==> src/rtl/traffic_phase_scheduler_pkg.sv <==
// rtl/traffic_phase_scheduler_pkg.sv - shared light/phase types and phase helpers
package traffic_pkg;

    typedef enum logic [1:0] {
        RED    = 2'b00,
        YELLOW = 2'b01,
        GREEN  = 2'b10
    } light_t;

    typedef enum logic [2:0] {
        HW_GREEN,
        HW_YELLOW,
        ALL_RED_1,
        CR_GREEN,
        CR_YELLOW,
        ALL_RED_2
    } phase_t;

    function automatic light_t hw_head(input phase_t p);
        case (p)
            HW_GREEN:  return GREEN;
            HW_YELLOW: return YELLOW;
            default:   return RED;
        endcase
    endfunction

    function automatic light_t cr_head(input phase_t p);
        case (p)
            CR_GREEN:  return GREEN;
            CR_YELLOW: return YELLOW;
            default:   return RED;
        endcase
    endfunction

    // The schedule is a fixed ring; every phase has exactly one successor.
    function automatic phase_t next_phase(input phase_t p);
        case (p)
            HW_GREEN:  return HW_YELLOW;
            HW_YELLOW: return ALL_RED_1;
            ALL_RED_1: return CR_GREEN;
            CR_GREEN:  return CR_YELLOW;
            CR_YELLOW: return ALL_RED_2;
            default:   return HW_GREEN;
        endcase
    endfunction

endpackage

==> src/rtl/traffic_phase_scheduler_if.sv <==
// rtl/traffic_phase_scheduler_if.sv - tick/sensor inputs and light-head outputs of the scheduler
interface traffic_phase_scheduler_if #(
    parameter int CNT_W = 6
);
    import traffic_pkg::*;

    logic             clk_en;
    logic             car;
    light_t           hw_light;
    light_t           cr_light;
    phase_t           phase;
    logic [CNT_W-1:0] remain;
    logic             phase_done;

    modport master (
        output clk_en, car,
        input  hw_light, cr_light, phase, remain, phase_done
    );

    modport slave (
        input  clk_en, car,
        output hw_light, cr_light, phase, remain, phase_done
    );

endinterface

==> src/rtl/traffic_phase_scheduler_timer.sv <==
// rtl/traffic_phase_scheduler_timer.sv - loadable down-counter that saturates at zero
module phase_timer #(
    parameter int               CNT_W     = 6,
    parameter logic [CNT_W-1:0] RESET_VAL = '0
) (
    input  logic             clk,
    input  logic             rst,
    input  logic             load,
    input  logic [CNT_W-1:0] load_val,
    input  logic             tick,
    output logic             zero,
    output logic [CNT_W-1:0] value
);

    logic [CNT_W-1:0] cnt;

    // A load wins over a tick, so a phase entry always starts from a full count.
    always_ff @(posedge clk or posedge rst) begin
        if (rst) begin
            cnt <= RESET_VAL;
        end else if (load) begin
            cnt <= load_val;
        end else if (tick && (cnt != '0)) begin
            cnt <= cnt - CNT_W'(1);
        end
    end

    assign zero  = (cnt == '0);
    assign value = cnt;

endmodule

==> src/rtl/traffic_phase_scheduler.sv <==
// rtl/traffic_phase_scheduler.sv - phase sequencer for the highway / country-road intersection
module traffic_phase_scheduler
    import traffic_pkg::*;
#(
    parameter int HW_GREEN_MIN = 25,
    parameter int YELLOW_DUR   = 4,
    parameter int ALL_RED_DUR  = 1,
    parameter int CR_GREEN_MAX = 15,
    parameter int CNT_W        = 6
) (
    input  logic                     clk,
    input  logic                     rst,
    traffic_phase_scheduler_if.slave bus
);

    function automatic logic [CNT_W-1:0] dur_m1(input phase_t p);
        case (p)
            HW_GREEN:             return CNT_W'(HW_GREEN_MIN - 1);
            HW_YELLOW, CR_YELLOW: return CNT_W'(YELLOW_DUR - 1);
            CR_GREEN:             return CNT_W'(CR_GREEN_MAX - 1);
            default:              return CNT_W'(ALL_RED_DUR - 1);
        endcase
    endfunction

    logic             car_m;
    logic             car_s;
    phase_t           state;
    phase_t           nxt;
    light_t           hw_q;
    light_t           cr_q;
    logic             done_q;
    logic             advance;
    logic             cnt_zero;
    logic [CNT_W-1:0] cnt;

    always_ff @(posedge clk or posedge rst) begin
        if (rst) begin
            car_m <= 1'b0;
            car_s <= 1'b0;
        end else begin
            car_m <= bus.car;
            car_s <= car_m;
        end
    end

    // HW_GREEN parks at zero until a car is seen; CR_GREEN may release early.
    always_comb begin
        advance = 1'b0;
        nxt     = next_phase(state);
        case (state)
            HW_GREEN: advance = bus.clk_en && cnt_zero && car_s;
            CR_GREEN: advance = bus.clk_en && (!car_s || cnt_zero);
            default:  advance = bus.clk_en && cnt_zero;
        endcase
    end

    phase_timer #(
        .CNT_W     (CNT_W),
        .RESET_VAL (CNT_W'(HW_GREEN_MIN - 1))
    ) u_timer (
        .clk      (clk),
        .rst      (rst),
        .load     (advance),
        .load_val (dur_m1(nxt)),
        .tick     (bus.clk_en),
        .zero     (cnt_zero),
        .value    (cnt)
    );

    always_ff @(posedge clk or posedge rst) begin
        if (rst) begin
            state  <= HW_GREEN;
            hw_q   <= GREEN;
            cr_q   <= RED;
            done_q <= 1'b0;
        end else begin
            done_q <= advance;
            if (advance) begin
                state <= nxt;
                hw_q  <= hw_head(nxt);
                cr_q  <= cr_head(nxt);
            end
        end
    end

    assign bus.hw_light   = hw_q;
    assign bus.cr_light   = cr_q;
    assign bus.phase      = state;
    assign bus.remain     = cnt;
    assign bus.phase_done = done_q;

endmodule

==> src/flat_wrapper.sv <==
// flat-port wrapper written by rule: the top's interface ports become plain ports
module traffic_phase_scheduler_flat import traffic_pkg::*;
#(
    parameter int HW_GREEN_MIN = 25,
    parameter int YELLOW_DUR   = 4,
    parameter int ALL_RED_DUR  = 1,
    parameter int CR_GREEN_MAX = 15,
    parameter int CNT_W        = 6
)
  (clk, rst, bus_clk_en, bus_car, bus_hw_light, bus_cr_light, bus_phase, bus_remain, bus_phase_done);
  traffic_phase_scheduler_if #(.CNT_W(CNT_W)) bus_i ();
  input  logic clk;
  input  logic rst;
  input wire logic [$bits(bus_i.clk_en)-1:0] bus_clk_en;
  input wire logic [$bits(bus_i.car)-1:0] bus_car;
  output wire logic [$bits(bus_i.hw_light)-1:0] bus_hw_light;
  output wire logic [$bits(bus_i.cr_light)-1:0] bus_cr_light;
  output wire logic [$bits(bus_i.phase)-1:0] bus_phase;
  output wire logic [$bits(bus_i.remain)-1:0] bus_remain;
  output wire logic [$bits(bus_i.phase_done)-1:0] bus_phase_done;
  assign bus_i.clk_en = bus_clk_en;
  assign bus_i.car = bus_car;
  assign bus_hw_light = bus_i.hw_light;
  assign bus_cr_light = bus_i.cr_light;
  assign bus_phase = bus_i.phase;
  assign bus_remain = bus_i.remain;
  assign bus_phase_done = bus_i.phase_done;
  traffic_phase_scheduler #(.HW_GREEN_MIN(HW_GREEN_MIN), .YELLOW_DUR(YELLOW_DUR), .ALL_RED_DUR(ALL_RED_DUR), .CR_GREEN_MAX(CR_GREEN_MAX), .CNT_W(CNT_W)) u_core (.clk(clk), .rst(rst), .bus(bus_i));
endmodule
==> config.mk <==
export PLATFORM = sky130hd
export DESIGN_NAME = traffic_phase_scheduler_flat
export DESIGN_NICKNAME = d
export VERILOG_FILES = /design/src/rtl/traffic_phase_scheduler_pkg.sv /design/src/rtl/traffic_phase_scheduler_if.sv /design/src/rtl/traffic_phase_scheduler_timer.sv /design/src/rtl/traffic_phase_scheduler.sv /design/src/flat_wrapper.sv
export SDC_FILE = /design/constraint.sdc
export NUM_CORES = 1
export LEC_CHECK = 0
export CORE_MARGIN = 1
export CORE_UTILIZATION = 51
export DETAILED_ROUTE_END_ITERATION = 8
export PLACE_DENSITY_LB_ADDON = 0.3
export SLEW_MARGIN = 20
export SYNTH_ARGS = -nofsm -noshare
export SYNTH_HDL_FRONTEND = slang
export SYNTH_SLANG_ARGS = --single-unit
==> constraint.sdc <==
create_clock -name clk -period 2.7 [get_ports clk]
set_clock_uncertainty 0.2 [all_clocks]
set_input_delay 0.405 -clock clk [delete_from_list [all_inputs] [get_ports clk]]
set_output_delay 0.405 -clock clk [all_outputs]
set_load 0.005 [all_outputs]
======== After elaboration in Yosys (flattened, before gate mapping) ========
Cells that the tools add are included.
storage, ports and cells
  bits in latches ......................... 0
  ROM bits ................................ 0
  input port bits ......................... 4
  RAM bits ................................ 0
  logic and storage cells ................. 34
  output and inout bits ................... 14
  bits in registers ....................... 16
  memories kept ........................... 0
operators by class
  divide/modulo/power cells ............... 0
  bitwise logic cells ..................... 0
  reductions and logical operators ........ 12
  $lt $le $gt $ge ......................... 0
  $mul .................................... 0
  shift-type cells ........................ 0
  equal/unequal tests ..................... 7
  $add $sub $neg .......................... 1
  mux-type cells .......................... 7
operators with widths
  operator                                           number
  one-hot mux 3 bit (5 select lines)                 1
  one-hot mux 5 bit (3 select lines)                 1
  two-way mux 6 bit                                  2
  == test 3 x 2 -> 1 bit (second input constant)     3
  one-hot mux 2 bit (2 select lines)                 2
  == test 3 x 1 -> 1 bit (second input constant)     2
  == test 3 bit (second input constant)              2
  zero test 3 bit                                    2
  zero test 6 bit                                    1
  nonzero test 6 bit                                 1
  subtractor 6 x 1 -> 6 bit (second input constant)  1
  logical AND 1 bit                                  4
  one-hot mux 1 bit (2 select lines)                 1
  nonzero test 2 bit                                 1
  OR reduction 2 bit                                 1
  zero test 1 bit                                    1
  logical OR 1 bit                                   1

======== Depth between registers and ports, before layout ========
Gate-level depths: netlist (run 1).
  depth after elaboration ................. 6
  depth in mapped cells ................... 7
  depth with buffers taken out ............ 6

======== Modules after synthesis ========
From an unflattened synthesis (run 1), not the netlist that was laid out.
second synthesis, totals
  cells, all modules ...................... 102
  area, all modules ....................... 954.7 µm²
by module, submodules not included
  module                   cells an instance  sequential area each (µm²)  area an instance (µm²)  times used
  traffic_phase_scheduler  53                 251.5                       526.8                   1
  phase_timer              49                 152.6                       427.9                   1

======== Least setup slack after synthesis (run 1) ========
No wires, ideal clock.
  path kind ............................... register to register
  start ................................... reg u_core.u_timer.cnt[0], in the netlist u_core.u_timer.value[0]
  end ..................................... reg u_core.hw_q[0], in the netlist u_core.bus.hw_light[0]
  library setup time ...................... 0.125 ns
  clock period less this slack ............ 1.926 ns
  required time ........................... 2.375 ns
  buffers on the path ..................... 0
  arrival time ............................ 1.601 ns
  cell stages (with the launch flop) ...... 7
  path slack .............................. 0.774 ns
  cells stage by stage .................... dfrtp_1 -> inv_1 -> ha_1 -> nor3b_4 -> nand3_4 -> o21a_4 -> mux2_4
between the ends
  cells in the longest elaborated chain, start to end .. 4
RTL lines
  what                                                   line                                                                                         text
  start, declared                                        traffic_phase_scheduler_timer.sv:15                                                          logic [CNT_W-1:0] cnt;
  start signal, assigned                                 traffic_phase_scheduler_timer.sv:22                                                          cnt <= load_val;
  start signal, assigned                                 traffic_phase_scheduler_timer.sv:24                                                          cnt <= cnt - CNT_W'(1);
  zero test 6 bit *                                      traffic_phase_scheduler_timer.sv:28                                                          assign zero = (cnt == '0);
  logical OR 1 bit or logical AND 1 bit (tied branches)  traffic_phase_scheduler.sv:52, traffic_phase_scheduler.sv:51, traffic_phase_scheduler.sv:53
  logical AND 1 bit, on equally long branches            traffic_phase_scheduler.sv:52, traffic_phase_scheduler.sv:51
  one-hot mux 1 bit (2 select lines) *                   traffic_phase_scheduler.sv:50                                                                case (state)
  end signal, assigned                                   traffic_phase_scheduler.sv:80                                                                hw_q <= hw_head(nxt);
  end, declared                                          traffic_phase_scheduler.sv:29                                                                light_t hw_q;
Every way passes the cells marked *; elsewhere a longest branch is shown, timed or not.
A chain may end at the register's enable or synchronous reset.

======== Worst setup path in the final report (run 1) ========
  start ................................... reg u_core.state[2], in the netlist u_core.bus.phase[2]
  end ..................................... out bus_phase[2]
RTL lines
  what                    line                           text
  start, declared         traffic_phase_scheduler.sv:27  phase_t state;
  start signal, assigned  traffic_phase_scheduler.sv:79  state <= nxt;
  end, declared           flat_wrapper.sv:18             output wire logic [$bits(bus_i.phase)-1:0] bus_phase;
No word-level cell between the ends.

==> results by group, run 1 <==
Clock tree
  • Hold-fix buffers at CTS: 0
  • CTS clk-pin slew, worst paths: around 80 ps
  • Worst-Skew Late Latency: 290 ps
  • CTS H-Tree Depth: 1
  • Clock sink count: 16
  • Clk root buf: clkbuf_4
  • Setup Fix Bufs, Post-CTS: 0
  • CTS tree: done
  • Post-cts resize count: 0
  • CTS max path bufs: 2
  • TritonCTS buffer count: 3

Synthesis
  • Yosys top cell by area: dfrtp_1
  • Cells after synthesis: between 90 and 100
  • Ys async rst share: 100.0%
  • Synth cell types: 50
  • Syn_nets: 100
  • Post-synthesis cell area: roughly 1000 µm²
  • Syn. warnings: 0
  • Commonest cells in the netlist: 13 x dfrtp_1, 9 x nor2_1, 8 x inv_1
  • Top cells by area, synth: dfrtp_1 32%, dfstp_2 7.8%, nor2_1 3.3%
  • Post-Syn Area per Cell: 10.63 µm²
  • Main flop type after synthesis: dfrtp_1
  • Count leader, synth: dfrtp_1
  • Synthesis-stage register bit count: 16
  • Synth top area share: 32.22%
  • Seq/Total Area, Yosys: 40.02%
  • Post-synth EDFFs: 0

Timing
  • Fin. max-slew vios: 0
  • Worst slew pin tran: ~600 ps
  • Post-layout minimum cycle time: approximately 2200 ps
  • Fmax: roughly 460 MHz
  • Setup TNS: 0 ps
  • Final Hold Fails: 0
  • Tcrit/Tclk final: between 70% and 80%
  • Slew headroom: about 60%
  • RSZ-0062 raised after global routing: false
  • # setup viols final: 0

Finish
  • Area growth, synth to finish: 18.09%
  • Multi-input gate area in the final layout: 513.0 µm²
  • Final nets: 117
  • FF+latch area: approximately 400 µm²
  • Layout fillers: between 100 and 150
  • Layout cells sized above 1: between 10% and 20%
  • Antenna cells: 0
  • Cell Count, Final, Fillers Out: around 140

Global routing
  • GRT Total Usage: 22.48%
  • Initial antenna violation count: 0
  • Vias in the first global route: about 710
  • Largest net degree at the start of global routing: 17
  • Global-route wire length before repair: approximately 3300 µm
  • Grt ovf: 0

Route
  • Vias per inst: about 6
  • DR WL/cell: approximately 15 µm
  • Drc violations: 0
  • Final ANT Viol Nets: 0
  • Routed WL: 2089 µm
  • Iter 0 DRT Violations: 28
  • Vias: just over 800
  • Drt pass-1 iters: 4

Worst hold path
  • Worst hold path class: flip-flop to flip-flop
  • Hold Crit Start: u_core.car_m$_DFF_PP0_
  • Worst Hold Depth: 0
  • Endpoint, Worst Hold: u_core.car_s$_DFF_PP0_

Floorplan
  • Die Y: about 46 µm
  • DIE WIDTH: approximately 46 µm
  • Die area: 2162 µm²
  • Num rows: 15
  • Initial Util: between 50% and 60%
  • # IOs: 18
  • Core ar.: ~1800 µm²

Power
  • PD cells: approximately 1100 nW/µm²
  • Static Leakage: about 0.52 nW
  • Maximum vdd ir drop: just over 0.6 mV
  • Overall Power: around 1.3 mW

Setup path
  • Crit-path max cell delay: 670 ps
  • Worst EP required: about 2100 ps
  • Worst-path fanout max: 15
  • Worst reg2reg setup slack: approximately 560 ps
  • Crit path cell chain: clkdlybuf4s50_1
  • R2R Path End: u_core.u_timer.value[3]$_DFFE_PP1P_
  • Bufs and invs on worst path: 1
  • Worst-case reg-to-reg path depth: 7
  • Worst Path Arrival: between 1500 and 2000 ps
  • RR Startpoint: u_core.u_timer.value[0]$_DFFE_PP0P_
  • Setup crit end kind: output pin
  • Crit-path leading delay family: flip-flops
  • Crit start category: flip-flop
  • WS Path Type: flip-flop to output pin
  • Worst path slowest cell: dfrtp_1

Place
  • Placer congestion estimate: roughly 0.89
  • Placed Instances: approximately 130
  • Port Buffers: 17
  • HPWL after DPL: 1452 µm

Flow run
  • Number of max-cap violations: 0

Outcome
  • Status: completed
-- power breakdown --
group	switching (mW)	leakage [nW]	internal (mW)
clock	0.0758	0.0210	0.0822
sequential	0.166	0.194	0.344
combinational	0.270	0.307	0.373
total	0.512	0.522	0.800
-- cell families (layout without fill, tap and decap cells) --
| logic type | after synthesis | after routing | share of synthesized area (%) |
|---|---|---|---|
| compound gates | 29 | 29 | 24.41 |
| fa+ha+maj | 1 | 1 | 1.239 |
| buf+inv | 14 | 30 | 9.169 |
| flops | 16 | 16 | 40.03 |
| mux | 3 | 3 | 3.965 |
| simple gates | 32 | 32 | 21.19 |
-- sequential cells by signal (all words and copies together), names as in the netlist --
| register | cells |
|---|---|
| u_core.bus.phase | 3 |
| u_core.u_timer.value | 6 |
| u_core.car_s | 1 |
| u_core.bus.phase_done | 1 |
| u_core.car_m | 1 |
| u_core.bus.hw_light | 2 |
| u_core.bus.cr_light | 2 |
-- cell type report --
class,count,area share [%]
timing repair buffer,18,14.90
sequential,16,33.89
multi-input combinational,65,43.02
clock buffer,4,3.043
inverter,8,2.518
tap,25,2.623
-- metrics by stage --
stage / util [%] / setup WS [ps] / area, µm² / hold WS [ps]
after floorplan: - / 774.2 / 1010 / 116.6
after global placement: 64.84 / 471.6 / 1156 / 131.2
after detailed placement: 64.84 / 423.3 / 1156 / 143.4
after CTS: 66.88 / 546.5 / 1192 / 163.8
after global routing: 66.88 / 390.9 / 1192 / 167.9
final: 66.88 / 540.9 / 1192 / 161.9
-- worst max-delay path by stage --
stage	startpoint	to	cells past startpoint
after floorplan	u_core.u_timer.value[0]$_DFFE_PP0P_	u_core.bus.hw_light[0]$_DFFE_PP0N_	6
after global placement	bus_clk_en	u_core.bus.phase[0]$_DFFE_PP0N_	5
after detailed placement	bus_clk_en	u_core.bus.hw_light[0]$_DFFE_PP0N_	5
after CTS	u_core.bus.phase[2]$_DFFE_PP0N_	bus_phase[2]	1
after global routing	u_core.u_timer.value[0]$_DFFE_PP0P_	u_core.u_timer.value[3]$_DFFE_PP1P_	7
final	u_core.bus.phase[2]$_DFFE_PP0N_	bus_phase[2]	1
-- per-layer routing --
metal	share of wire [%]	GRT usage (%)	vias up	wire [µm]
met5	0	0	-	0
met2	45	31.67	36	940
li1	-	-	386	-
met4	2.5	10.59	0	53
met1	47	33.50	388	992
met3	5.0	2.745	9	104
-- layout by cell type (no fill, tap or decap), drive strengths merged, types with 2 or more instances in the layout --
cell type,Yosys,layout
clkdlybuf4s50,0,17
dfrtp,13,13
nor2,10,10
inv,8,8
nor3,4,4
clkbuf,1,4
dfstp,3,3
o21ai,3,3
a21o,3,3
nand3,3,3
a21oi,2,2
mux2,2,2
a21boi,2,2
nand4,2,2
a211oi,2,2
a311o,2,2
a211o,2,2
nor3b,2,2
nor4,2,2
o21a,2,2
and3,2,2
(Power assumes the default switching activity.)
==> inputs of run 2 (changes only) <==
==> constraint.sdc (replaced) <==
create_clock -name clk -period 2.2 [get_ports clk]
set_clock_uncertainty 0.2 [all_clocks]
set_input_delay 0.33 -clock clk [delete_from_list [all_inputs] [get_ports clk]]
set_output_delay 0.33 -clock clk [all_outputs]
set_load 0.005 [all_outputs]
==> results by group, run 2 (synthesized netlist as in run 1, its figures left out) <==
Timing
  • Fmax: between 400 and 500 MHz
  • Tcrit/Tclk final: 97.80%
  • Fin. max-slew vios: 0
  • # setup viols final: 0
  • Worst slew pin tran: around 600 ps
  • Final Hold Fails: 0
  • Hold WS: 163.5 ps
  • Slew headroom: approximately three fifths
  • Post-layout minimum cycle time: 2152 ps

Floorplan
  • DIE WIDTH: around 46 µm
  • Die area: 2162 µm²
  • Num rows: 15
  • Die Y: 46.50 µm
  • # IOs: 18
  • Initial Util: roughly 57%
  • Core ar.: about 1800 µm²

Power
  • Overall Power: around 1.7 mW
  • Maximum vdd ir drop: between 1 and 1.5 mV
  • Static Leakage: ~0.56 nW
  • PD cells: 1333 nW/µm²

Route
  • Drc violations: 0
  • Vias per inst: between 5 and 6
  • Iter 0 DRT Violations: 23
  • Highest Signal Layer: met4
  • Routed WL: about 2200 µm
  • Met2 WL: 953 µm
  • WL met1: roughly 1100 µm
  • Drt pass-1 iters: 4
  • DR WL/cell: 15.31 µm
  • Final ANT Viol Nets: 0
  • WL met3: roughly 130 µm
  • Vias: between 800 and 900

Setup path
  • Worst-path fanout max: 8
  • Critical path startpoint: u_core.u_timer.value[0]$_DFFE_PP0P_
  • Crit start category: flip-flop
  • WS Path Type: flip-flop to flip-flop
  • Worst EP required: around 2200 ps
  • RR Startpoint: u_core.u_timer.value[0]$_DFFE_PP0P_
  • Worst Path Arrival: between 2000 and 2500 ps
  • Setup crit end kind: flip-flop

Global routing
  • Grt ovf: 0
  • Largest net degree at the start of global routing: 17
  • GRT Total Usage: approximately a quarter
  • Global-route wire length before repair: around 3500 µm
  • Vias in the first global route: between 700 and 800
  • Initial antenna violation count: 0

Finish
  • Commonest non-fill, non-tap cell in the layout: clkdlybuf4s50_1
  • Area growth, synth to finish: 24.29%
  • Final core occ: 70.39%
  • Final nets: around 130
  • Antenna cells: 0
  • Cell Count, Final, Fillers Out: about 140
  • Layout cells sized above 1: 25.21%
  • Most frequent cells in the layout: 17 x clkdlybuf4s50_1, 13 x dfrtp_1, 9 x nor2_1, 9 x buf_4, 7 x inv_1
  • Max FFs per register: 6

Outcome
  • Status: completed

Place
  • Port Buffers: 17
  • Placer congestion estimate: around 0.88
  • Placed Instances: 138
  • HPWL after DPL: about 1600 µm

Flow run
  • Number of max-cap violations: 0

Clock tree
  • CTS max path bufs: 2
  • Clk root buf: clkbuf_4
  • TritonCTS buffer count: 3
  • Hold-fix buffers at CTS: 0
  • CTS tree: done
  • CTS clk-pin slew, worst paths: 100 ps
  • Clock sink count: 16
  • CTS H-Tree Depth: 1
  • Worst-Skew Late Latency: 280 ps

Worst hold path
  • Worst hold path class: flip-flop to flip-flop
  • Hold Crit Start: u_core.car_m$_DFF_PP0_
## run 2: cell count changes in the layout (fill, tap and decap cells not counted), sizes merged
cell / delta
buf: +8
## run 2: worst paths after layout
check | cells after the start | slack [ps] | end
worst min-delay path | 0 | 160 | u_core.car_s$_DFF_PP0_
worst max-delay path | 7 | 50 | u_core.bus.phase[0]$_DFFE_PP0N_
min in group asynchronous | 2 | 200 | u_core.u_timer.value[0]$_DFFE_PP0P_
max in group asynchronous | 2 | 1210 | u_core.bus.phase[0]$_DFFE_PP0N_
worst max register to register | 7 | 50 | u_core.bus.phase[0]$_DFFE_PP0N_
worst min register to register | 0 | 160 | u_core.car_s$_DFF_PP0_
## run 2: critical path, stage by stage (launching register included)
cell,delay (ps)
dfrtp_1,420
inv_2,90
ha_2,190
nor3b_4,300
buf_4,190
nand3_4,80
o21a_4,260
mux2_4,300
## run 2: repair_timing
action | CTS | global route
buffers inserted | 0 | 2
hold endpoints to repair | 0 | 0
endpoints found under the setup margin | 0 | 5
resized for setup | 0 | 2
## run 2: layout make-up
class	count	area, µm²
clock buffers	4	36.28
well taps	25	31.28
fillers	137	528.0
flip-flops and latches	16	404.1
repair buffers	26	237.7
inverters	8	30.03
multi-input cells	65	515.5
## run 2: metal layers
layer / GRT usage (%) / vias to the layer above
met5: 0 / -
met4: 11.76 / 0
met3: 5.882 / 6
met2: 31.94 / 31
met1: 33.90 / 393
li1: - / 405
## run 2: power by group
part	leakage (nW)	switching [mW]	total, mW	internal (mW)
Sequential	0.194	0.187	0.610	0.422
Clock	0.0210	0.0930	0.194	0.101
Combinational	0.344	0.361	0.869	0.508
Total	0.559	0.642	1.67	1.03
## run 2: stage by stage
stage                     cell area [µm²]  setup WS (ps)  setup TNS (ps)
after detailed placement             1201          82.80               0
after global placement               1201          140.2               0
after global routing                 1255         -11.05          -22.77
final                                1255          48.40               0
after floorplan                      1010          274.2               0
after CTS                            1237          55.54               0
==> patch: new RTL, settings of run 2 <==
`CNT_W` is set to 6 in 4 places; all go to 4.
--- a/src/rtl/traffic_phase_scheduler_if.sv
+++ b/src/rtl/traffic_phase_scheduler_if.sv
@@ -1,6 +1,6 @@
 // rtl/traffic_phase_scheduler_if.sv - tick/sensor inputs and light-head outputs of the scheduler
 interface traffic_phase_scheduler_if #(
-    parameter int CNT_W = 6
+    parameter int CNT_W = 4
 );
     import traffic_pkg::*;
 
--- a/src/rtl/traffic_phase_scheduler_timer.sv
+++ b/src/rtl/traffic_phase_scheduler_timer.sv
@@ -1,6 +1,6 @@
 // rtl/traffic_phase_scheduler_timer.sv - loadable down-counter that saturates at zero
 module phase_timer #(
-    parameter int               CNT_W     = 6,
+    parameter int               CNT_W     = 4,
     parameter logic [CNT_W-1:0] RESET_VAL = '0
 ) (
     input  logic             clk,
--- a/src/rtl/traffic_phase_scheduler.sv
+++ b/src/rtl/traffic_phase_scheduler.sv
@@ -6,7 +6,7 @@
     parameter int YELLOW_DUR   = 4,
     parameter int ALL_RED_DUR  = 1,
     parameter int CR_GREEN_MAX = 15,
-    parameter int CNT_W        = 6
+    parameter int CNT_W        = 4
 ) (
     input  logic                     clk,
     input  logic                     rst,
--- a/src/flat_wrapper.sv
+++ b/src/flat_wrapper.sv
@@ -5,7 +5,7 @@
     parameter int YELLOW_DUR   = 4,
     parameter int ALL_RED_DUR  = 1,
     parameter int CR_GREEN_MAX = 15,
-    parameter int CNT_W        = 6
+    parameter int CNT_W        = 4
 )
   (clk, rst, bus_clk_en, bus_car, bus_hw_light, bus_cr_light, bus_phase, bus_remain, bus_phase_done);
   traffic_phase_scheduler_if #(.CNT_W(CNT_W)) bus_i ();
Interface: changed (resized bus_remain); port bits go from 18 to 16. The function was not compared with the original's and may differ.
==> patch against run 2 <==
- utilization rose by 4.6 points
- routed wire length shrank 8.8%
- total power fell by 16%
- global-route usage grew 5.3 points
- combinational power decreased by 20%
- sequential cell count down 2
- clock power fell by 3%
- setup slack got worse by 0.017 ns
- synthesized area decreased by 23%
- sequential power fell by 16%
- design area decreased by 19%
- critical endpoint is now u_core.u_timer.value[3]
- highest routed layer unchanged
==> patch: results (changes against run 2) <==
[place]
place_area_um2 = 957  ; -20%
pre_cts_slack_ns = 0.0208  ; -0.0620 ns
place_congestion = 0.938  ; +6.7%
port-buffer-count = 15  ; -2
dp_hpwl_mm = 1.36  ; -13%

[worst_setup_path]
crit_arrival_ns = 2.19  ; +0.07 ns
cp_slowest_stage_delay_ns = 0.49  ; +0.07 ns
cpLargestDelayFamily = simple AND/OR/NAND/NOR gates
reg2reg_setup_slack_ns = 0.03  ; -0.02 ns
rr_startpoint = u_core.u_timer.value[1]
r2r_end = u_core.u_timer.value[3]
reg2reg_depth = 6  ; -1
path_max_fanout = 5  ; -3
worst_path_max_delay_cell = or4_1

[logic_synthesis]
synth_nets = 90  ; -10%
yosys.area.top_type_share = 0.388  ; +0.0662
synth.area.mux_share = 0  ; -0.0397
synth_compound_area_frac = 0.269  ; +0.0245
ys_types = 37  ; -26%
synth_common_cells = dfrtp_1 (12), inv_1 (9), o21ai_0 (7)
seq_area_frac_synth = 0.456  ; +0.0561
async_flop_share = 1.00  ; unchanged
synth_area_leaders = dfrtp_1 (39%), dfstp_2 (6.8%), o21ai_0 (4.5%), inv_1 (4.4%), a21oi_1 (3.2%)
synth-xor-area-share = 0.0113  ; +0.0113
synthAdderAreaFrac = 0.0162  ; +0.00379

[cells_and_area]
final-nonclk-buf-share = 0.185  ; -0.00402
layout-drive-gt1-share = 0.154  ; -0.0983
num-multi-input-gates = 57  ; -12%
largest_reg_flops = 4  ; -2
final-instance-count-excl-fill = 119  ; -17%
nFillCells = 93  ; -32%
final_area_um2 = 1010  ; -19%
finalNetCount = 110  ; -12%
design.seq.count = 14  ; -2
clk_share = 0.0358  ; +0.00693
n_all_inverters = 9  ; +1

[route]
wl_per_cell_um = 16.9  ; +10%
vias = 781  ; -6.5%
drt_first_iter_violations = 65  ; +180%

[outcome]
status = finished clean

[global_routing]
grt_pass1_vias = 653  ; -17%
grt_start_max_net_pins = 15  ; -2
grt_first_pass_wirelength_mm = 3.03  ; -14%
antenna_found_initial = 0  ; unchanged

[power_and_ir_drop]
power_switching_mw = 0.536  ; -16%
max-vdd-ir-drop_mv = 0.869  ; -17%
leakagePower_nw = 0.456  ; -18%
p_clk_mw = 0.188  ; -3%
seq_power_mw = 0.514  ; -16%
finalPower_mw = 1.40  ; -16%

[floorplanning]
core_area_um2 = 1350  ; -24%

[timing]
hold_slack_ns = 0.161  ; -0.00291 ns
tightestPinTransition_ns = 0.539  ; -0.0570 ns

[patch: layer usage]
layer  track usage  vias up  part of all wire
li1              -      349                 -
met1         0.381      364              0.41
met2         0.418       59              0.48
met3        0.0815        9             0.083
met4         0.158        0             0.025
met5             0        -                 0
[patch: how the worst max path moves through the flow]
stage | startpoint | depth (start not counted) | end | slack, ns
3_3_place_gp | u_core.u_timer.value[1] | 6 | u_core.u_timer.value[0] | 0.12
5_1_grt | u_core.u_timer.value[1] | 6 | u_core.u_timer.value[3] | 0.009
4_1_cts | u_core.u_timer.value[1] | 6 | u_core.u_timer.value[3] | 0.005
6_report | u_core.u_timer.value[1] | 6 | u_core.u_timer.value[3] | 0.03
2_1_floorplan | u_core.u_timer.value[0] | 6 | u_core.u_timer.value[3] | 0.14
3_5_place_dp | u_core.u_timer.value[1] | 6 | u_core.u_timer.value[3] | 0.02
[patch: logic make-up after synthesis]
group           Yosys count
compound gates           31
simple gates             24
buf+inv                  14
flops                    14
xor+xnor                  1
fa+ha+maj                 1
